`config.mk`:
```
export PLATFORM = sky130hd
export DESIGN_NAME = mra_req_arbiter
export DESIGN_NICKNAME = d
export VERILOG_FILES = /design/src/rtl/mra_req_arbiter_pkg.sv /design/src/rtl/mra_req_arbiter_id_fifo.sv /design/src/rtl/mra_req_arbiter.sv
export SDC_FILE = /design/constraint.sdc
export NUM_CORES = 1
export LEC_CHECK = 0
export CORE_MARGIN = 5
export CORE_UTILIZATION = 41
export DETAILED_ROUTE_END_ITERATION = 12
export GPL_TIMING_DRIVEN = 0
export PLACE_DENSITY = 0.79
export RECOVER_POWER = 100
export SLEW_MARGIN = 25
export SYNTH_ARGS = -nofsm -noshare
export SYNTH_HDL_FRONTEND = slang
export SYNTH_SLANG_ARGS = --single-unit
export TNS_END_PERCENT = 1
```
`constraint.sdc`:
```
create_clock -name clk -period 3.1 [get_ports clk]
set_input_delay 0.775 -clock clk [delete_from_list [all_inputs] [get_ports clk]]
set_output_delay 0.775 -clock clk [all_outputs]
set_load 0.02 [all_outputs]
```
`src/rtl/mra_req_arbiter_pkg.sv`:
```
// Shared types and helpers for the MRA request arbiter: width helpers and the
// round-robin pick used by the grant logic.
package mra_arb_pkg;

  localparam int MAX_REQ  = 32;
  localparam int MAX_ID_W = 5;

  typedef struct packed {
    logic                found;
    logic [MAX_ID_W-1:0] id;
  } rr_pick_t;

  function automatic int id_w(input int numReq);
    return (numReq > 1) ? $clog2(numReq) : 1;
  endfunction

  function automatic int cnt_w(input int maxOut);
    return $clog2(maxOut + 1);
  endfunction

  // Scan last_gnt+1, +2, ... (mod num_req) and return the first valid requester.
  function automatic rr_pick_t rr_pick(input logic [MAX_REQ-1:0] req,
                                       input int numReq,
                                       input int lastGnt);
    rr_pick_t res;
    int       idx;
    res = '0;
    idx = 0;
    for (int k = 1; k <= MAX_REQ; k++) begin
      if (k <= numReq) begin
        idx = (lastGnt + k) % numReq;
        if (!res.found && req[idx[MAX_ID_W-1:0]]) begin
          res.found = 1'b1;
          res.id    = idx[MAX_ID_W-1:0];
        end
      end
    end
    return res;
  endfunction

endpackage

```
`src/rtl/mra_req_arbiter_id_fifo.sv`:
```
// Synchronous FIFO holding the requester id of every issued MRA request so that
// in-order responses can be steered back to their issuer.
module mra_id_fifo
  import mra_arb_pkg::*;
#(
  parameter int DEPTH = 8,
  parameter int WIDTH = 2,
  localparam int CNT_W = cnt_w(DEPTH),
  localparam int PTR_W = (DEPTH > 1) ? $clog2(DEPTH) : 1
) (
  input  logic             clk,
  input  logic             rst,
  input  logic             i_push,
  input  logic [WIDTH-1:0] i_push_data,
  input  logic             i_pop,
  output logic [WIDTH-1:0] o_head_data,
  output logic             o_full,
  output logic             o_empty,
  output logic [CNT_W-1:0] o_count
);

  logic [WIDTH-1:0] r_mem [DEPTH];
  logic [PTR_W-1:0] r_wr_ptr;
  logic [PTR_W-1:0] r_rd_ptr;
  logic [CNT_W-1:0] r_count;
  logic             w_do_push;
  logic             w_do_pop;

  function automatic logic [PTR_W-1:0] next_ptr(input logic [PTR_W-1:0] ptr);
    return (ptr == PTR_W'(DEPTH - 1)) ? '0 : ptr + 1'b1;
  endfunction

  assign o_full      = (r_count == CNT_W'(DEPTH));
  assign o_empty     = (r_count == '0);
  assign o_count     = r_count;
  assign o_head_data = r_mem[r_rd_ptr];
  assign w_do_pop    = i_pop && !o_empty;
  assign w_do_push   = i_push && (!o_full || w_do_pop);

  always_ff @(posedge clk) begin
    if (w_do_push) begin
      r_mem[r_wr_ptr] <= i_push_data;
    end
  end

  // Simultaneous push and pop advance both pointers and leave the count alone.
  always_ff @(posedge clk or posedge rst) begin
    if (rst) begin
      r_wr_ptr <= '0;
      r_rd_ptr <= '0;
      r_count  <= '0;
    end else begin
      if (w_do_push) r_wr_ptr <= next_ptr(r_wr_ptr);
      if (w_do_pop)  r_rd_ptr <= next_ptr(r_rd_ptr);
      case ({w_do_push, w_do_pop})
        2'b10:   r_count <= r_count + 1'b1;
        2'b01:   r_count <= r_count - 1'b1;
        default: r_count <= r_count;
      endcase
    end
  end

endmodule

```
`src/rtl/mra_req_arbiter.sv`:
```
// Round-robin arbiter sharing one MRA request port among NUM_REQ engines, with a
// one-entry output stage, an outstanding-request cap and in-order response steering.
module mra_req_arbiter
  import mra_arb_pkg::*;
#(
  parameter int NUM_REQ         = 4,
  parameter int ADDR_WIDTH      = 64,
  parameter int MAX_OUTSTANDING = 8,
  localparam int ID_W  = id_w(NUM_REQ),
  localparam int CNT_W = cnt_w(MAX_OUTSTANDING)
) (
  input  logic                          clk,
  input  logic                          rst,
  input  logic [NUM_REQ*ADDR_WIDTH-1:0] i_req_addr,
  input  logic [NUM_REQ-1:0]            i_req_rw,
  input  logic [NUM_REQ-1:0]            i_req_valid,
  output logic [NUM_REQ-1:0]            o_req_ready,
  output logic [ADDR_WIDTH-1:0]         o_mra_req_addr,
  output logic                          o_mra_rw,
  output logic                          o_mra_req_valid,
  input  logic                          i_mra_ready,
  input  logic                          i_mra_resp_valid,
  output logic [NUM_REQ-1:0]            o_resp_valid,
  output logic [CNT_W-1:0]              o_inflight_cnt,
  output logic                          o_resp_err
);

  logic [MAX_REQ-1:0]    w_req_ext;
  rr_pick_t              w_pick;
  logic [ID_W-1:0]       w_gnt_id;
  logic                  w_can_grant;
  logic                  w_grant;
  logic                  w_accept;
  logic                  w_push;
  logic                  w_pop;
  logic                  w_fifo_full;
  logic                  w_fifo_empty;
  logic [CNT_W-1:0]      w_fifo_count;
  logic [ID_W-1:0]       w_head_id;

  logic                  r_valid;
  logic [ADDR_WIDTH-1:0] r_addr;
  logic                  r_rw;
  logic [ID_W-1:0]       r_id;
  logic [ID_W-1:0]       r_last_gnt;
  logic                  r_resp_err;

  always_comb begin
    w_req_ext                = '0;
    w_req_ext[NUM_REQ-1:0]   = i_req_valid;
  end

  assign w_pick   = rr_pick(w_req_ext, NUM_REQ, int'(r_last_gnt));
  assign w_gnt_id = ID_W'(w_pick.id);

  // In-flight count is stage occupancy plus ids waiting for a response, so a
  // pop this cycle only frees a slot from the next cycle onwards.
  assign o_inflight_cnt = w_fifo_count + CNT_W'(r_valid);
  assign w_can_grant    = (o_inflight_cnt < CNT_W'(MAX_OUTSTANDING)) && (!r_valid || i_mra_ready);
  assign w_grant        = !rst && w_can_grant && w_pick.found;
  assign o_req_ready    = w_grant ? (NUM_REQ'(1) << w_gnt_id) : '0;

  assign w_accept     = r_valid && i_mra_ready;
  assign w_push       = w_accept && !w_fifo_full;
  assign w_pop        = !rst && i_mra_resp_valid && !w_fifo_empty;
  assign o_resp_valid = w_pop ? (NUM_REQ'(1) << w_head_id) : '0;

  assign o_mra_req_addr  = r_addr;
  assign o_mra_rw        = r_rw;
  assign o_mra_req_valid = r_valid;
  assign o_resp_err      = r_resp_err;

  // A reload on the accept cycle keeps the stage full for back-to-back issue.
  always_ff @(posedge clk or posedge rst) begin
    if (rst) begin
      r_valid    <= 1'b0;
      r_addr     <= '0;
      r_rw       <= 1'b0;
      r_id       <= '0;
      r_last_gnt <= ID_W'(NUM_REQ - 1);
    end else if (w_grant) begin
      r_valid    <= 1'b1;
      r_addr     <= i_req_addr[w_gnt_id*ADDR_WIDTH +: ADDR_WIDTH];
      r_rw       <= i_req_rw[w_gnt_id];
      r_id       <= w_gnt_id;
      r_last_gnt <= w_gnt_id;
    end else if (w_accept) begin
      r_valid    <= 1'b0;
    end
  end

  always_ff @(posedge clk or posedge rst) begin
    if (rst) begin
      r_resp_err <= 1'b0;
    end else if (i_mra_resp_valid && w_fifo_empty) begin
      r_resp_err <= 1'b1;
    end
  end

  mra_id_fifo #(
    .DEPTH (MAX_OUTSTANDING),
    .WIDTH (ID_W)
  ) u_id_fifo (
    .clk         (clk),
    .rst         (rst),
    .i_push      (w_push),
    .i_push_data (r_id),
    .i_pop       (w_pop),
    .o_head_data (w_head_id),
    .o_full      (w_fifo_full),
    .o_empty     (w_fifo_empty),
    .o_count     (w_fifo_count)
  );

endmodule
```
[Word level (Yosys, flattened, before mapping)]
Memories as Yosys holds them, arrays and structs flattened.
Index checks and enable logic that the tools add are counted.
Storage, ports and cells
  flip-flop bits (word level): 81
  RAM bits: 16
  input bits: 268
  output and inout port bits: 79
  word-level logic and storage cells: 89
  memories kept: 1
Operators by class
  $add $sub $neg: 9
  $lt $le $gt $ge: 6
  equal/unequal tests: 5
  shift-type cells: 3
  muxes and demuxes: 23
  bitwise operators: 4
  reductions and logical operators: 29
Memory list
  u_id_fifo.r_mem: depth 8, width 2, read ports 1, clocked after memory_dff 0, write ports 1, RTL line mra_req_arbiter_id_fifo.sv:22  | logic [WIDTH-1:0] r_mem [DEPTH];
Operators with widths (count)
  indexed part select 256 x 9 -> 64 bit: 1
  less-than comparator 5 x 6 -> 1 bit, second input constant: 4
  two-way mux 6 bit: 4
  logical AND 1 bit: 13
  binary-select mux 1 bit (select 3 bit): 4
  two-way mux 1 bit: 9
  two-way mux 4 bit: 2
  one-hot mux 4 bit (2 select lines): 1
  OR reduction 2 bit: 4
  left shift 1 x 2 -> 4 bit, first input constant: 2
  logical NOT 1 bit: 7
  adder 3 x 1 -> 3 bit, second input constant: 2
  equality test 3 bit, second input constant: 2
  two-way mux 3 bit: 2
  adder 2 x 1 -> 2 bit, second input constant: 2
  adder 2 bit, second input constant: 2
  adder 4 x 1 -> 4 bit: 1
  adder 4 x 1 -> 4 bit, second input constant: 1
  bitwise AND 1 bit, first input constant: 4
  equality test 4 bit, second input constant: 1
  logical NOT 4 bit: 1
  less-than comparator 4 bit, second input constant: 1
  nonzero test 2 bit: 2
  subtractor 4 x 1 -> 4 bit, second input constant: 1
  5 further kinds: 6

[Logic depth before layout (Yosys ltp)]
Gate-level depths: netlist of run 1.
  depth in word-level cells: 17
  mapped depth: 11
  mapped depth without buffers: 10

[Hierarchy]
From an unflattened synthesis of run 1, not the netlist that was laid out.
Unflattened totals
  cells, all modules: 588
  area, all modules: 5755.5 um2
Modules (own cells, without submodules)
  mra_req_arbiter: instances 1, cells each 493, area each 4435.5 um2
  mra_id_fifo: instances 1, cells each 95, area each 1320.0 um2

[Worst setup path before layout of run 1]
No wires, ideal clock.
  path kind: input port to output port
  start: in i_req_valid[2]
  end: out o_req_ready[3]
  arrival time: 2.209 ns
  path slack: 0.116 ns
  cell stages on the path: 6
  buffers on the path: 3
  cells stage by stage: buf_2 nand2b_1 buf_2 buf_1 o221a_2 nor3_1
On the way
  cells in the longest elaborated chain, start to end: 14
  elaborated cells on any way between the ends: 21
Ends and longest elaborated chain
  start, declared: RTL line mra_req_arbiter.sv:16  | input logic [NUM_REQ-1:0] i_req_valid,
  binary-select mux 1 bit (select 3 bit): RTL line mra_req_arbiter_pkg.sv:32  | if (!res.found && req[idx[MAX_ID_W-1:0]]) begin
  two-way mux 1 bit (not written as such): RTL line mra_req_arbiter_pkg.sv:32
  two-way mux 6 bit: RTL line mra_req_arbiter_pkg.sv:32
  logical NOT 1 bit: RTL line mra_req_arbiter_pkg.sv:32
  logical AND 1 bit: RTL line mra_req_arbiter_pkg.sv:32
  two-way mux 6 bit: RTL line mra_req_arbiter_pkg.sv:32
  logical NOT 1 bit: RTL line mra_req_arbiter_pkg.sv:32
  logical AND 1 bit: RTL line mra_req_arbiter_pkg.sv:32
  two-way mux 6 bit: RTL line mra_req_arbiter_pkg.sv:32
  logical NOT 1 bit: RTL line mra_req_arbiter_pkg.sv:32
  logical AND 1 bit: RTL line mra_req_arbiter_pkg.sv:32
  two-way mux 6 bit (*): RTL line mra_req_arbiter_pkg.sv:32
  left shift 1 x 2 -> 4 bit or logical AND 1 bit (tied branches): RTL line mra_req_arbiter.sv:61, mra_req_arbiter.sv:60
  two-way mux 4 bit (*): RTL line mra_req_arbiter.sv:61  | assign o_req_ready = w_grant ? (NUM_REQ'(1) << w_gnt_id) : '0;
  end, declared: RTL line mra_req_arbiter.sv:17  | output logic [NUM_REQ-1:0] o_req_ready,
Mark *: on every way between the ends. The rest lies on a longest branch, timed or not. The select of a mux whose other input is x is not followed.

[Final worst setup path of run 1]
  start: in i_mra_ready
  end: out o_req_ready[2]
On the way
  cells in the longest elaborated chain, start to end: 5
Ends and longest elaborated chain
  start, declared: RTL line mra_req_arbiter.sv:21  | input logic i_mra_ready,
  logical OR 1 bit: RTL line mra_req_arbiter.sv:59  | assign w_can_grant = (o_inflight_cnt < CNT_W'(MAX_OUTSTANDING)) && (!r_valid || i_mra_ready);
  logical AND 1 bit: RTL line mra_req_arbiter.sv:59
  logical AND 1 bit (2 in series): RTL line mra_req_arbiter.sv:60  | assign w_grant = !rst && w_can_grant && w_pick.found;
  two-way mux 4 bit: RTL line mra_req_arbiter.sv:61
Every way passes these cells.

==> results.cfg, run 1 <==
[die]
die-area_um2 = 19300
core_area_um2 = 16400
ios = 347
die_w_um = 139
initial_utilization_pct = 41.5
fp-row-count = 47
dieHeight_um = 139

[cells_and_area]
seq_area_um2 = 2510
drive_gt1_share_pct = 7.82
syn2layout_area_growth_pct = 60.8
multiInputGateArea_um2 = 3690
fill_cells = 1380
layout.nets = 1449

[cts]
root_buffer = clkbuf_16
clk_latency_ns = 0.36
numCtsBuffers = 9
cts_tree = built
clk_pin_slew_ns = 0.08
cts_buffer_depth = 2
clock-sinks = 97
ctsHtreeMaxLevel = 3

[detailed_routing]
detail_route.wl_per_cell_um = 21.6
drt_iter0_drc = 651
drt_first_pass_iters = 7
drc = 0
wl_mm = 30.2
num_vias = 8050
final_antenna_net_count = 0
vias_per_cell = 5.75

[sta]
fin_worst_skew_ns = 0.0104
final-setup-viol-count = 0
period_share_pct = 97.6
setup_slack_ns = 0.0730
min_period_ns = 3.03
max_freq_mhz = 330
rsz0062_at_grt = true
slew-limit-headroom_pct = 0.877
tightest_slew_ns = 1.49
hold_violations = 0
slew_violations = 0

[yosys]
avgSynthCellArea_um2 = 8.37
synth_seq_cells = 97
synth_area_um2 = 6800
syn-num-nets = 1090
post_synth_num_cell_types = 52
synth_ff_type = dfrtp_1
yosysSeqAreaShare_pct = 36.9
synth_edf_count = 16
yosys_warnings = 0
synthCells = 813
async_flop_share_pct = 83.5

[global_routing]
gr-usage-all-layers_pct = 29.9
gr-total-overflow = 0
grt_max_degree = 54
antenna_found_initial = 2
grt_first_pass_wirelength_mm = 46.3
first_global_vias = 8208

[placed_design]
dpl_worst_slack_ns = -1.52
portBuffers = 345
gp_congestion = 0.943
dp_hpwl_mm = 22.8

[worst_setup_path]
setup.worst_path.start_class = primary input
crit_chain = clkdlybuf4s50_1, nor2b_2, nor3_4, buf_6, nand4_1, o21ba_4, buf_6
cp_common_cell = buf_6
critPathArrivalTime_ns = 2.25
crit_fanout = 4
cp_slowest_cell = clkdlybuf4s50_1
cpPeakStageDelay_ns = 0.49
critPathKind = primary input to primary output
endpoint_kind = primary output
required_ns = 2.32

[min_path]
worstHoldPathType = flop to flop

[status]
status = finished, final reports clean

[pwr]
power_mw = 8.82
ir_worst_vdd_uv = 352
p_leak_nw = 4.39
power_density_nw_per_um2 = 806

[job]
drv_cap = 0
synth_stat cells (5+ instances only):
library cell  instances  area (um2)
a41oi_1              63         552
nor2b_1               5        31.3
buf_2                24         120
nor2_1                6        22.5
buf_6                 5        56.3
nor3_1                6        30.0
nand2_1             134         503
mux2_2                6        67.6
edfxtp_1             16         480
and3_1               66         413
clkbuf_1             52         195
xor2_1                6        52.6
ha_1                  9         113
a211oi_1            128         961
inv_1                70         263
dfrtp_1              79        1980
a21oi_1              74         370
cell families after synthesis:
family	share of synthesized area, %
flip-flops	36.9
AND/OR/NAND/NOR	17.7
adder cells (fa/ha/maj)	1.66
AO/OA/AOI/OAI	30.5
XOR/XNOR	0.901
multiplexers	2.61
buffers and inverters	9.76
power by group:
part           leakage, nW  internal, mW  switching [mW]
sequential            1.05          1.90           0.428
combinational         3.21          2.35            3.02
clock                0.134         0.558           0.567
total                 4.39          4.81            4.02
registers in the layout (all words and copies together) (netlist names):
register / cells
u_id_fifo.r_mem: 16
u_id_fifo.r_rd_ptr: 3
u_id_fifo.o_count: 4
o_mra_req_addr: 64
o_mra_rw: 1
o_mra_req_valid: 1
r_id: 2
o_resp_err: 1
r_last_gnt: 2
u_id_fifo.r_wr_ptr: 3
worst paths after layout:
path	to	slack (ns)	cells after the start	from
hold / removal	o_resp_err	0.47	1	o_resp_err
setup / recovery	o_req_ready[2]	0.07	7	i_mra_ready
setup reg to reg	u_id_fifo.o_count[2]	0.38	11	u_id_fifo.o_count[1]
max in group asynchronous	u_id_fifo.o_count[0]	0.63	3	rst
hold reg to reg	o_resp_err	0.47	1	o_resp_err
min in group asynchronous	o_resp_err	0.69	2	rst
final cells by class:
type	count	share of cell area [%]
inverter	70	2.45
buffer	80	3.83
sequential	97	23.0
clock buffer	10	2.09
tap	220	2.52
clock inverter	6	0.434
multi-input combinational	560	33.7
timing repair buffer	354	31.9
antenna	2	0.0457
stage by stage:
step / hold slack (ns) / std cells / setup TNS [ns] / utilization [%] / instance area, um2
2_1_floorplan: 0.500 / 813 / 0 / - / 6800
3_3_place_gp: 0.441 / 1378 / -149.78 / 64.2 / 10500
3_5_place_dp: 0.459 / 1379 / -20.55 / 64.4 / 10600
4_1_cts: 0.477 / 1397 / -0.106 / 66.8 / 11000
5_1_grt: 0.498 / 1399 / -0.0416 / 66.7 / 10900
6_report: 0.470 / 1399 / 0 / 66.7 / 10900
timing repair:
item                       CTS  global route
setup endpoints to repair    9             4
hold buffers                 0             0
pin swaps                    3             4
buffers inserted             7             1
resized for setup           47            10
per-layer routing:
layer	vias to the layer above	GRT usage, %	part of all wire, %
li1	3734	-	-
met1	3855	37.2	39
met2	389	50.1	49
met3	72	7.38	8.3
met4	0	11.7	4.1
met5	-	0	0
critical path: cells and delay by family:
kind | cells | cell delay, ns
AO/OA/AOI/OAI | 1 | 0.28
buffers and inverters | 3 | 0.74
AND/OR/NAND/NOR | 3 | 0.45
cell usage in the layout, fill, tap and decap left out, drive strengths merged, types with 6 or more instances in the layout:
cell	instances
clkdlybuf4s50	332
edfxtp	16
o21ai	6
clkbuf	61
dfrtp	79
nor2	6
buf	43
nor3	7
nand2	134
a21oi	74
a211oi	128
mux2	6
a41oi	64
and3	66
xor2	6
inv	74
dlygate4sd2	7
ha	9
Power figures use the tool's default switching activity.
==> inputs of run 2 (changes only) <==
CORE_AREA = 5 5 130 132   (was not set)
CORE_MARGIN = not set   (was 5)
CORE_UTILIZATION = not set   (was 41)
DIE_AREA = 0 0 135 137   (was not set)
DONT_BUFFER_PORTS = 1   (was not set)
PLACE_DENSITY = 0.55   (was 0.79)
SKIP_CTS_REPAIR_TIMING = 1   (was not set)
==> results.cfg, run 2 (synthesized netlist as in run 1, its figures left out) <==
[pwr]
ir_worst_vdd_uv = 343
pwr-share-comb_pct = 44.8
power.net_switching_mw = 3.74
clkPwrFrac_pct = 14.7
power_density_nw_per_um2 = 999
p_leak_nw = 2.98
internal_power_mw = 3.67
swShare_pct = 50.4
power_mw = 7.41
pwr-share-seq_pct = 40.4

[detailed_routing]
drt_iter0_drc = 581
drt_first_pass_iters = 5
num_vias = 6750
wl_mm = 27.0
detail_route.wl_per_cell_um = 25.8
vias_per_cell = 6.45
final_antenna_net_count = 0
drc = 0

[sta]
fin_worst_skew_ns = 0.00840
hold_violations = 0
tightest_slew_ns = 1.46
final-setup-viol-count = 0
slew_violations = 0
min_period_ns = 3.06
rsz0062_at_grt = true
max_freq_mhz = 327
period_share_pct = 98.7
slew-limit-headroom_pct = 1.83

[job]
drv_cap = 0

[min_path]
worstHoldPathType = primary input to flop

[die]
initial_utilization_pct = 43.6
fp-row-count = 46
die-area_um2 = 18500
dieHeight_um = 137
core_area_um2 = 15600
ios = 347
die_w_um = 135

[global_routing]
grt_max_degree = 52
grt_first_pass_wirelength_mm = 39.9
first_global_vias = 6865
gr-total-overflow = 0
antenna_found_initial = 0
gr-usage-all-layers_pct = 27.8

[cells_and_area]
antenna_cells = 0
drive_gt1_share_pct = 9.40
final_common_cell = nand2_1
layout.nets = 1102
final_core_util_pct = 47.6
syn2layout_area_growth_pct = 9.10
final_cell_mix = 134 x nand2_1, 128 x a211oi_1, 78 x dfrtp_1
largest_reg_flops = 64

[worst_setup_path]
critPathKind = primary input to primary output
critPathArrivalTime_ns = 2.28
crit_fanout = 10
cpPeakStageDelay_ns = 0.42
setup.worst_path.start_class = primary input
cp_slowest_cell = nor3_2
endpoint_kind = primary output
crit_chain = buf_2, nor4_4, nor3_4, clkbuf_4, nand4_1, nor3_2
required_ns = 2.32

[cts]
clock-sinks = 97
clk_pin_slew_ns = 0.07
ctsHtreeMaxLevel = 3
clk_latency_ns = 0.35
cts_buffer_depth = 2
cts_tree = built
root_buffer = clkbuf_16
numCtsBuffers = 9

[placed_design]
dp_hpwl_mm = 20.9
gp_congestion = 0.925
portBuffers = 0

[status]
status = finished, final reports clean
==> run 2: changes by cell type in the layout (fill, tap and decap cells not counted), sizes merged, moves of 2 or more <==
cell	delta
clkdlybuf4s50	-332
buf	-8
dlygate4sd2	-7
clkinv	+2
diode	-2
inv	-2
==> run 2: critical path: cells and delay by family <==
family	cells	cell delay, ns
and+or+nand+nor	4	0.98
buffers and inverters	2	0.51
==> run 2: final timing paths <==
check / startpoint / to / slack, ns / cells past startpoint
setup / recovery: i_req_valid[2] / o_req_ready[3] / 0.04 / 6
hold / removal: i_mra_resp_valid / o_resp_err / 0.54 / 1
setup reg to reg: o_mra_req_valid / o_mra_req_addr[42] / 0.60 / 8
hold reg to reg: u_id_fifo.o_count[0] / u_id_fifo.o_count[0] / 0.61 / 1
max in group asynchronous: rst / o_mra_req_addr[21] / 0.49 / 2
min in group asynchronous: rst / u_id_fifo.o_count[3] / 0.63 / 1
==> run 2: metal layers <==
layer	vias up	part of all wire [%]	GRT usage, %
met1	3227	37	33.6
li1	3042	-	-
met4	0	3.3	10.1
met5	-	0	0
met3	62	11	8.82
met2	419	49	46.6
==> run 2: through the flow <==
step	area, um2	worst slack (ns)	instances	TNS [ns]	hold slack (ns)
after CTS	7390	-0.831	1046	-2.53	0.252
after floorplan	6800	0.116	813	0	0.500
after global routing	7420	-0.0257	1046	-0.877	0.543
final	7420	0.0413	1046	0	0.544
after detailed placement	7110	-0.831	1030	-2.08	0.600
after global placement	7070	-0.886	1029	-71.51	0.521
==> run 2: final cells by class <==
type | instances | area [um2]
clock buffers | 10 | 229
plain buffers | 81 | 389
clock inverters | 6 | 48.8
well taps | 216 | 270
repair buffers | 6 | 42.5
fillers | 1569 | 8170
inverters | 70 | 264
flip-flops and latches | 97 | 2510
multi-input cells | 560 | 3670
==> run 2: power groups by stage <==
stage	combinational, mW	clock (mW)	sequential [mW]
6_report	3.33	1.09	3.00
5_1_grt	3.67	1.15	3.06
3_5_place_dp	3.29	0	3.00
2_1_floorplan	2.45	0	2.78
3_3_place_gp	3.16	0	2.99
4_1_cts	3.29	1.11	2.98
==> inputs of run 3 (changes only) <==
CORE_AREA = 5 5 131 133   (was 5 5 130 132)
DIE_AREA = 0 0 136 138   (was 0 0 135 137)
==> results.cfg, run 3 (synthesized netlist as in run 1, its figures left out) <==
[placed_design]
portBuffers = 0
placed_area_um2 = 7110
dp.cells = 1030
dp_hpwl_mm = 21.1
gp_congestion = 0.854

[global_routing]
grtUsageMet1_pct = 33.3
gr-usage-all-layers_pct = 27.8
grt_max_degree = 42
first_global_vias = 6955
gr-total-overflow = 0
grt_first_pass_wirelength_mm = 41.2
grtUsageMet2_pct = 47.4
antenna_found_initial = 0
busiest_layer = met2
grt_util_met3_pct = 8.56

[status]
status = finished, violations left
violations = max-capacitance violations, max-slew violations

[worst_setup_path]
critPathArrivalTime_ns = 2.21
setup.worst_path.start_class = flop
rrSetupSlack_ns = 0.24
crit_fanout = 10
rr_worst_depth = 9
critPathKind = flop to primary output
timing.rr.start = o_mra_req_valid
r2r-end = o_mra_req_addr[37]
required_ns = 2.32
endpoint_kind = primary output

[pwr]
p_leak_nw = 2.97
power_mw = 7.46
power_density_nw_per_um2 = 999
ir_worst_vdd_uv = 393

[cells_and_area]
finalInstanceArea_um2 = 7470
drive_gt1_share_pct = 8.92
antenna_cells = 0
final_common_cell = nand2_1
layout.nets = 1102
final_cell_mix = 134 x nand2_1, 128 x a211oi_1, 78 x dfrtp_1
fin_cells = 1046
syn2layout_area_growth_pct = 9.82
largest_reg_flops = 64

[cts]
clk_latency_ns = 0.35
cts_buffer_depth = 2
clock-sinks = 97
ctsHtreeMaxLevel = 3
root_buffer = clkbuf_16
cts_tree = built
numCtsBuffers = 9
clk_pin_slew_ns = 0.08

[min_path]
min_to = o_resp_err
worstHoldPathType = primary input to flop
worstHoldStart = i_mra_resp_valid
whs_path_depth = 1

[die]
fp-row-count = 46
die_w_um = 136
dieHeight_um = 138
ios = 347
die-area_um2 = 18800
core_area_um2 = 15700
initial_utilization_pct = 43.3

[sta]
slew-limit-headroom_pct = -38.0
rsz0062_at_grt = false
fin_worst_skew_ns = 0.0108
slew_violations = 41
period_share_pct = 96.2
hold_violations = 0
min_period_ns = 2.98
tightest_slew_ns = 2.06
max_freq_mhz = 335
final-setup-viol-count = 0

[job]
drv_cap = 1

[detailed_routing]
wl_mm = 27.3
final_antenna_net_count = 0
drt_iter0_drc = 531
drc = 0
vias_per_cell = 6.41
drt_first_pass_iters = 5
detail_route.wl_per_cell_um = 26.1
num_vias = 6707
==> run 3: layout make-up <==
type | instances | area (um2)
fill | 1566 | 8240
multi-input combinational | 560 | 3690
sequential | 97 | 2510
buffer | 81 | 387
tap | 216 | 270
inverter | 70 | 264
clock buffer | 9 | 225
timing repair buffer | 6 | 65.1
clock inverter | 7 | 61.3
==> run 3: worst max-delay path by stage <==
stage	startpoint	endpoint	slack, ns	depth (start not counted)
6_report	o_mra_req_valid	o_req_ready[0]	0.12	6
4_1_cts	i_req_valid[2]	o_req_ready[3]	-0.86	6
3_5_place_dp	i_req_valid[2]	o_req_ready[3]	-0.86	6
2_1_floorplan	i_req_valid[2]	o_req_ready[3]	0.12	6
5_1_grt	o_mra_req_valid	o_req_ready[0]	0.02	6
3_3_place_gp	rst	o_mra_req_addr[57]	-0.92	1
==> run 3: layer usage <==
layer	wire length [um]	vias up
met5	0	-
met4	810	0
met3	2880	49
met2	13600	362
met1	10000	3256
li1	-	3040
==> run 3: critical path, stage by stage (launching register included) <==
cell and delay, ns:
dfrtp_1 0.50, ha_1 0.23, nand3_1 0.20, xor2_4 0.25, buf_4 0.14, clkbuf_2 0.22
and3_1 0.32
==> run 3: report_power, final <==
part | internal [mW] | switching [mW]
sequential | 1.89 | 1.10
clock | 0.563 | 0.559
combinational | 1.23 | 2.12
total | 3.69 | 3.77
==> run 3: stage by stage <==
step	setup slack [ns]	util, %	hold WS (ns)	setup TNS (ns)
final	0.118	47.6	0.540	0
after detailed placement	-0.858	45.2	0.554	-2.09
after CTS	-0.862	47.1	0.292	-2.94
after global placement	-0.922	45.0	0.545	-74.45
after global routing	0.0174	47.6	0.531	0
after floorplan	0.116	-	0.500	0
==> patch: new RTL, flow settings as in run 2 <==
Put a register stage on the output `o_inflight_cnt`. The value now appears one clock later. The other outputs are not delayed to match.
--- a/src/rtl/mra_req_arbiter.sv
+++ b/src/rtl/mra_req_arbiter.sv
@@ -26,2 +26,4 @@
 );
+
+  logic [CNT_W-1:0] o_inflight_cnt_d;
 
@@ -57,4 +59,4 @@
   // pop this cycle only frees a slot from the next cycle onwards.
-  assign o_inflight_cnt = w_fifo_count + CNT_W'(r_valid);
-  assign w_can_grant    = (o_inflight_cnt < CNT_W'(MAX_OUTSTANDING)) && (!r_valid || i_mra_ready);
+  assign o_inflight_cnt_d = w_fifo_count + CNT_W'(r_valid);
+  assign w_can_grant    = (o_inflight_cnt_d < CNT_W'(MAX_OUTSTANDING)) && (!r_valid || i_mra_ready);
   assign w_grant        = !rst && w_can_grant && w_pick.found;
@@ -114,2 +116,6 @@
 
+  always_ff @(posedge clk) begin
+    o_inflight_cnt <= o_inflight_cnt_d;
+  end
+
 endmodule
Formal check against the unedited RTL: not equivalent (a bounded check fails within 4 cycles, from zero or initial values and one cycle with rst high).
==> patch against run 2 <==
  * The run now ends with negative setup slack left
  * Wire length fell by 14%
  * Hold slack got worse by 0.28 ns
  * Sequential power rose by 4%
  * Count of clock-buffer cells in the layout fell by 1
  * Setup slack got worse by 0.11 ns
  * First-iteration DRC count fell by 45%
  * Total power rose by 4.8%
  * Utilization fell by 3.2 points
  * Sequential cell count rose by 4
  * Area after synthesis fell by 10%
  * Clock skew rose by 0.00078 ns
  * Design area fell by 6.8%
  * Clock power rose by 17%
  * Critical path type is now reg2out
  * Largest cell class unchanged
  * Largest power group unchanged
==> patch: results (changes against run 2) <==
metric,value,unit,change
status,finished with violations,,
failing checks,negative setup slack,,
"top cells by area, synth","dfrtp_1 32%, mux2_2 12%, a221oi_1 9.3%",,
CP Max Fanout,6,,-4
routed via count,5374,,-20%
WL met3,1770,um,-41%
Starting DRT DRC Count,317,,-45%
nets@finish,956,,-13%
grt met2 use,40.3,%,-6.3 points
Pint,4.12,mW,+12%
Leakage,2.67,nW,-10%
fin worst setup slack,-0.0641,ns,-0.105 ns
Tot GR Track Use,24.0,%,-3.8 points
Critical-path top delay cell,mux4_1,,
met1 GRT Util,30.2,%,-3.4 points
share of layout cells above drive strength 1,20.5,%,+11 points
first-pass GRT wire length,33400,um,-16%
final-report setup violation count,3,,+3
pre-CTS setup slack,-0.469,ns,+0.362 ns
crit-path leading delay family,multiplexers,,
worst slew pin tran,0.937,ns,-0.527 ns
sequential share of the synthesized area,42.3,%,+5.4 points
Hold WC Path Type,in2async,,
peak supply drop,0.394,mV,+15%
final std cells w/o fill,900,,-14%
Syn Inst Count,661,,-19%
## patch: changes by cell type in the layout (fill, tap and decap cells not counted), moves of 26 or more
cell,run 2,this run
a211oi_1,128,0
clkbuf_1,48,22
a41oi_1,63,0
a221oi_1,0,65
mux2_2,6,66
inv_1,69,6
nor2_1,6,76
and3_1,66,1
## patch: layout make-up
| type | instances | area (um2) |
|---|---|---|
| Buffer | 52 | 303 |
| Clock buffer | 9 | 225 |
| Clock inverter | 7 | 101 |
| Fill cell | 1563 | 8680 |
| Inverter | 7 | 30.0 |
| Multi-Input combinational cell | 500 | 3310 |
| Sequential cell | 101 | 2590 |
| Tap cell | 216 | 270 |
| Timing Repair Buffer | 7 | 77.6 |
| Timing Repair inverter | 1 | 5.00 |
## patch: cells by family (layout without fill, tap and decap cells)
group	count (synthesis)	in the layout	synth area share, %
compound gates	156	156	17.8
xor+xnor	7	7	1.00
fa+ha+maj	9	9	1.84
buf+inv	60	83	5.05
flops	101	101	42.3
mux	80	80	15.6
simple gates	248	248	16.4
## patch: worst paths after layout
path	from	to	slack (ns)	cells after the start
hold reg to reg	u_id_fifo.o_count[1]	o_inflight_cnt[1]	0.50	1
setup reg to reg	u_id_fifo.o_count[1]	u_id_fifo.o_count[2]	0.45	10
setup / recovery	u_id_fifo.r_rd_ptr[0]	o_resp_valid[0]	-0.06	5
hold / removal	rst	u_id_fifo.r_rd_ptr[2]	0.26	1
min in group clk	u_id_fifo.o_count[1]	o_inflight_cnt[1]	0.50	1
max in group asynchronous	rst	o_mra_req_addr[40]	2.15	2
## patch: power by group through the flow
stage	Clock [mW]	Combinational [mW]	Sequential, mW
after floorplan	0	2.47	2.90
after global placement	0	3.16	3.13
after detailed placement	0	3.28	3.13
after CTS	1.30	3.29	3.12
after global routing	1.34	3.78	3.16
final	1.27	3.39	3.11
